## config.mk

```make
export PLATFORM = sky130hd
export DESIGN_NAME = pipe_mem_reader
export DESIGN_NICKNAME = d
export VERILOG_FILES = /design/src/rtl/pipe_mem_reader.sv
export SDC_FILE = /design/constraint.sdc
export NUM_CORES = 2
export LEC_CHECK = 0
export BUFFER_PORTS_ARGS = -buffer_cell sky130_fd_sc_hd__buf_2
export CORE_MARGIN = 10
export CORE_UTILIZATION = 35
export DETAILED_ROUTE_END_ITERATION = 7
export GPL_TIMING_DRIVEN = 0
export PLACE_DENSITY_LB_ADDON = 0.05
export SYNTH_ARGS = -nofsm -noshare
export SYNTH_HDL_FRONTEND = slang
export SYNTH_SLANG_ARGS = --single-unit
```

## constraint.sdc

```tcl
create_clock -name clk1 -period 10.6 [get_ports clk1]
set_input_delay 3.18 -clock clk1 [delete_from_list [all_inputs] [get_ports clk1]]
set_output_delay 3.18 -clock clk1 [all_outputs]
set_load 0.005 [all_outputs]
```

## src/rtl/pipe_mem_reader.sv

```systemverilog
// pipe_mem_reader: two-stage load pipeline reading a word memory into a
// register bank. S1 holds the accepted request, S2 holds the loaded word
// presented on out_*. A completed hand-off on out_* writes the bank and
// bumps load_cnt. Memory contents survive reset; pipeline and bank do not.
module pipe_mem_reader #(
    parameter int AW = 8,
    parameter int DW = 16,
    parameter int RW = 4
) (
    input  logic          clk1,
    input  logic          rst_n,
    input  logic          wr_en,
    input  logic [AW-1:0] wr_addr,
    input  logic [DW-1:0] wr_data,
    input  logic          req_valid,
    output logic          req_ready,
    input  logic [AW-1:0] req_addr,
    input  logic [RW-1:0] req_rd,
    output logic          out_valid,
    input  logic          out_ready,
    output logic [DW-1:0] out_data,
    output logic [RW-1:0] out_rd,
    input  logic [RW-1:0] rf_addr,
    output logic [DW-1:0] rf_data,
    output logic [7:0]    load_cnt
);

    logic [DW-1:0] mem [0:(1<<AW)-1];
    logic [DW-1:0] regbank [0:(1<<RW)-1];

    logic          s1_valid;
    logic [AW-1:0] s1_addr;
    logic [RW-1:0] s1_rd;

    logic          s2_valid;
    logic [DW-1:0] s2_data;
    logic [RW-1:0] s2_rd;

    logic stall;
    logic s1_advance;
    logic accept;
    logic deliver;
    logic forward_hit;

    // Handshake decode: S2 blocks when its word is not taken, S1 moves only into a free or draining S2
    always_comb begin
        stall       = s2_valid & ~out_ready;
        s1_advance  = s1_valid & ~stall;
        req_ready   = ~s1_valid | ~stall;
        accept      = req_valid & req_ready;
        deliver     = s2_valid & out_ready;
        forward_hit = wr_en && (wr_addr == s1_addr);
        out_valid   = s2_valid;
        out_data    = s2_data;
        out_rd      = s2_rd;
        rf_data     = regbank[rf_addr];
    end

    // Memory array has no reset so stored words outlive a pipeline reset
    always_ff @(posedge clk1) begin
        if (wr_en) begin
            mem[wr_addr] <= wr_data;
        end
    end

    // Stage 1: capture accepted request, otherwise empty out once it has moved on
    always_ff @(posedge clk1 or negedge rst_n) begin
        if (!rst_n) begin
            s1_valid <= 1'b0;
            s1_addr  <= '0;
            s1_rd    <= '0;
        end else if (accept) begin
            s1_valid <= 1'b1;
            s1_addr  <= req_addr;
            s1_rd    <= req_rd;
        end else if (s1_advance) begin
            s1_valid <= 1'b0;
        end
    end

    // Stage 2: read memory, taking a same-edge write to the same address in preference to the stale word
    always_ff @(posedge clk1 or negedge rst_n) begin
        if (!rst_n) begin
            s2_valid <= 1'b0;
            s2_data  <= '0;
            s2_rd    <= '0;
        end else if (s1_advance) begin
            s2_valid <= 1'b1;
            s2_data  <= forward_hit ? wr_data : mem[s1_addr];
            s2_rd    <= s1_rd;
        end else if (out_ready) begin
            s2_valid <= 1'b0;
        end
    end

    // Register bank write-back and completed-load counter on each accepted result
    always_ff @(posedge clk1 or negedge rst_n) begin
        if (!rst_n) begin
            for (int i = 0; i < (1 << RW); i++) begin
                regbank[i] <= '0;
            end
            load_cnt <= 8'd0;
        end else if (deliver) begin
            regbank[s2_rd] <= s2_data;
            load_cnt       <= load_cnt + 8'd1;
        end
    end

endmodule
```

# After elaboration in Yosys (flattened, before gate mapping)
# Memory sizes are Yosys's and may differ from the RTL's. A register that Yosys moved wholly into a read port is not among the register bits.
# Index checks and enable logic that the tools add are counted.
[word_totals] ff_bits=282 mem_bits_rw=4096 inputBits=45 out_inout_bits=46 wordCells=53 mem_count=1
[memory_table] name="mem" words=256 word_bits=16 rd=1 rd_clocked_by_memory_dff=1 wr=1 line="28" rtl="logic [DW-1:0] mem [0:(1<<AW)-1];"
[classes] addsub=1 n_lt_le_gt_ge=3 mux=12 bitwise_logic=10 reduce_logical=4
[op_table] operator="$bwmux 256" n=1
[op_table] operator="$bmux 16 s4" n=1
[op_table] operator="$demux 16 s4" n=1
[op_table] operator="$mux 16" n=3
[op_table] operator="$ge 5x5->1 const B" n=2
[op_table] operator="$not 4->5" n=2
[op_table] operator="$add 8x1->8 const B" n=1
[op_table] operator="$mux 1" n=6
[op_table] operator="$lt 5x1->1 const B" n=1
[op_table] operator="$and 1x1->1" n=4
[op_table] operator="$reduce_bool 2->1" n=2
[op_table] operator="$not 1->1" n=3
[op_table] operator="$logic_and 1x1->1" n=1
[op_table] operator="$logic_not 1->1" n=1
[op_table] operator="$or 1x1->1" n=1

# Logic depth before layout (Yosys ltp)
[depth] word_depth=6 mapped_depth=13 ltp_nobuf=7

# Worst setup path before layout
# Ideal clock, no wire load.
[synth_timing] kind="input to output" start="input rf_addr[0]" end="output rf_data[0]" t_arrival_ns=5.129 slack_ns=2.291 cell_stages=4 n_path_buf=2 path_cell_list="clkbuf_1 > buf_1 > mux4_2 > mux4_2"
[synth_between] elab_chain_len=4
[synth_rtl] element="from (decl)" line="23" rtl="input logic [RW-1:0] rf_addr,"
[synth_rtl] element="$not 4->5 (implied by the code)" line="56" rtl="rf_data = regbank[rf_addr];"
[synth_rtl] element="$bmux 16 s4" line="56"
[synth_rtl] element="$mux 16 (implied by the code) (2 in series)" line="56"
[synth_rtl] element="to (decl)" line="24" rtl="output logic [DW-1:0] rf_data,"
# Every way passes these cells. The select of a mux whose other input is x is not followed.

# Final worst setup path
[layout_timing] start="input rf_addr[0]" end="output rf_data[11]"
# The elaborated chain is that of the path after synthesis.

==> flow_summary.toml <==
[clock_tree]
cts_root_buffer = "clkbuf_16"
ctsHoldBuffers = 0
ctsHtreeMaxLevel = 6
path_clk_slew_ns = 0.06
cts_made_buffers = 518
cts_tree = "built"
post-cts-setup-buffers = 0
cts_sinks = 4394
cts_resized = 0
clkLatencyLatePin_ns = 1.07
cts_max_path_buffers = 4

[sta]
fin_ws_ns = 1.277
fin_crit_sh_pct = 87.95
relSlewSlack_pct = -8.541
fin_crit_ns = 9.323
setup_viol = 0
finalHoldViolCount = 0
fin_tns_setup_ns = 0
rsz0062_at_grt = "false"
finClkSkew_ns = 0.03267
fmax_ghz = 0.1073
tightest_slew_ns = 1.628
slew_violations = 49

[routing]
wl_met1_um = 281600
vias_per_cell = 5.768
dr.pass1.iters = 7
wl_met3_um = 55360
routed.top_layer = "met5"
route.detailed.drc = 0
vias = 94396
drtAntennaViolNets = 0
dr_wl_met2_um = 307600
drtIter0Drc = 12252
wire_per_inst_um = 41.55
totalWireLength_um = 679900

[placed_design]
gp_congestion = 0.9623
hpwl_um = 477300
port_buffers = 82
place_ws_ns = 1.189

[synth]
yosys_warnings = 0
synth_top_cell_by_area = "edfxtp_1"
synth_fp_nets = 8667
yosysUniqueCellTypes = 72
seq_area_frac_synth_pct = 76.28
syn_area_um2 = 171000
ys_ff_latch = 4394
synth_top_area_share_pct = 71.92
netlist_instances = 8621
ys.flop_type = "edfxtp_1"
syn_avg_cell_area_um2 = 19.84
synthArstFlopShare_pct = 6.782
yosys-top-cells-area = "edfxtp_1 (72%), mux4_2 (8.4%), mux2i_1 (5.5%), dfrtp_1 (4.4%), a22oi_1 (2.0%)"
synth-edff-count = 4096

[pwr]
peakVddDrop_uv = 213.5
p_leak_nw = 66.35
p_per_area_nw_per_um2 = 214.0

[worst_setup_path]
cp-start-kind = "primary input"
slowest_delay_ns = 0.92
crit_type = "primary input to output port"
critical_path_arrival_ns = 6.14
cp_num_buf_inv = 3
critPathRequiredTime_ns = 7.42
critPathSlowestCell = "buf_1"
critPathMaxFanout = 10
end_kind = "output port"
cp_top_family = "buffers and inverters"
crit_top_cell = "mux4_2"
critical_path.cell_chain = "clkbuf_1 -> buf_1 -> mux4_2 -> mux4_2 -> buf_2"

[layout]
nNetsFinal = 9544
final_common_cell = "edfxtp_1"
layout_common_cells = "edfxtp_1 (4,096), mux2i_1 (933), mux4_2 (635)"
area_growth_pct = 17.97
drive_gt1_share_pct = 25.62
n_fill_cell = 42956

[global_routing]
grt_antenna_before_repair = 79
grt-ovfl-total = 0
grt_pass1_vias = 93721
track_usage_pct = 25.48
grt_first_pass_wirelength_um = 889400
grt_max_degree = 149

[status]
violations = "max-capacitance violations, max-slew violations"
outcome = "finished, violations left"

[die]
start_util_pct = 35.15
dieArea_um2 = 517000
io_pins = 91
die_x_um = 719.0
coreArea_um2 = 486500
placementRows = 256
die_y_um = 719.0

[job]
cap_violations = 8

[min_path]
hold_class = "flip-flop to flip-flop"
cell type report:
type / count / area (um^2) / share of cell area, %
antenna: 61 / 152.6 / 0.07566
inverter: 3 / 11.26 / 0.005582
clock buffer: 662 / 14020 / 6.948
multi-input combinational: 3679 / 38670 / 19.17
buffer: 545 / 2974 / 1.474
clock inverter: 215 / 1748 / 0.8664
timing repair buffer: 357 / 5652 / 2.801
sequential: 4394 / 130500 / 64.66
tap: 6450 / 8070 / 4.000
cells by family after synthesis:
| family | Yosys count | synth area share, % |
|---|---|---|
| AO/OA/AOI/OAI | 841 | 3.482 |
| buffers and inverters | 548 | 1.727 |
| AND/OR/NAND/NOR | 983 | 2.817 |
| multiplexers | 1839 | 15.61 |
| adder cells (fa/ha/maj) | 1 | 0.007315 |
| XOR/XNOR | 15 | 0.07682 |
| flip-flops | 4394 | 76.28 |
cells in the mapped netlist (all sizes together), types with 16 or more instances:
cell / instances
edfxtp: 4096
mux2i: 933
mux4: 635
a22oi: 445
nor2: 316
buf: 298
dfrtp: 298
mux2: 271
clkbuf: 247
nand2: 179
nand4: 129
nand3: 125
o22ai: 115
a21oi: 73
o21ai: 64
a221oi: 54
nor3: 54
or2: 26
nor4: 22
and3: 21
nor2b: 19
or3: 17
a22o: 16
nand2b: 16
report_power, final:
| group | leakage [nW] | switching (mW) | internal (mW) | total [mW] |
|---|---|---|---|---|
| Sequential | 40.6 | 0.331 | 19.5 | 19.8 |
| Clock | 7.71 | 7.12 | 9.85 | 17.0 |
| Combinational | 18.1 | 4.31 | 2.08 | 6.39 |
| Total | 66.4 | 11.8 | 31.4 | 43.2 |
per-stage QoR:
| stage | instance area (um^2) | util [%] | power (mW) | hold WS, ns | cells |
|---|---|---|---|---|---|
| floorplan | 171000 | - | 23.02 | 0.4331 | 8621 |
| global placement | 179500 | 36.89 | 26.34 | 0.4569 | 15153 |
| detailed placement | 185800 | 38.19 | 26.49 | 0.4608 | 15427 |
| CTS | 201600 | 41.43 | 43.37 | 0.4745 | 16304 |
| global route | 201700 | 41.45 | 44.31 | 0.5028 | 16338 |
| finish | 201800 | 41.47 | 43.17 | 0.4759 | 16366 |
state kept, by name, summed over array words and instances, names as in the netlist:
name	count
s1_rd	4
mem	4096
out_valid	1
s1_addr	8
regbank	256
out_rd	4
out_data	16
load_cnt	8
s1_valid	1
final timing paths:
path,from,end,slack (ns),cells past startpoint
min in group asynchronous,rst_n,regbank[184],2.23,1
min reg2reg,load_cnt[7],load_cnt[7],0.48,1
max reg2reg,s1_addr[3],out_data[7],3.88,11
max in group asynchronous,rst_n,s1_addr[3],6.90,3
max,rf_addr[0],rf_data[11],1.28,5
min,load_cnt[7],load_cnt[7],0.48,1
metal layers:
metal  vias to the layer above  global-route usage (%)
met3                      1116                   5.793
met5                         -                       0
met2                      4559                   39.33
met1                     51381                   34.38
li1                      37322                       -
met4                        18                   11.63
(Power assumes the default switching activity.)
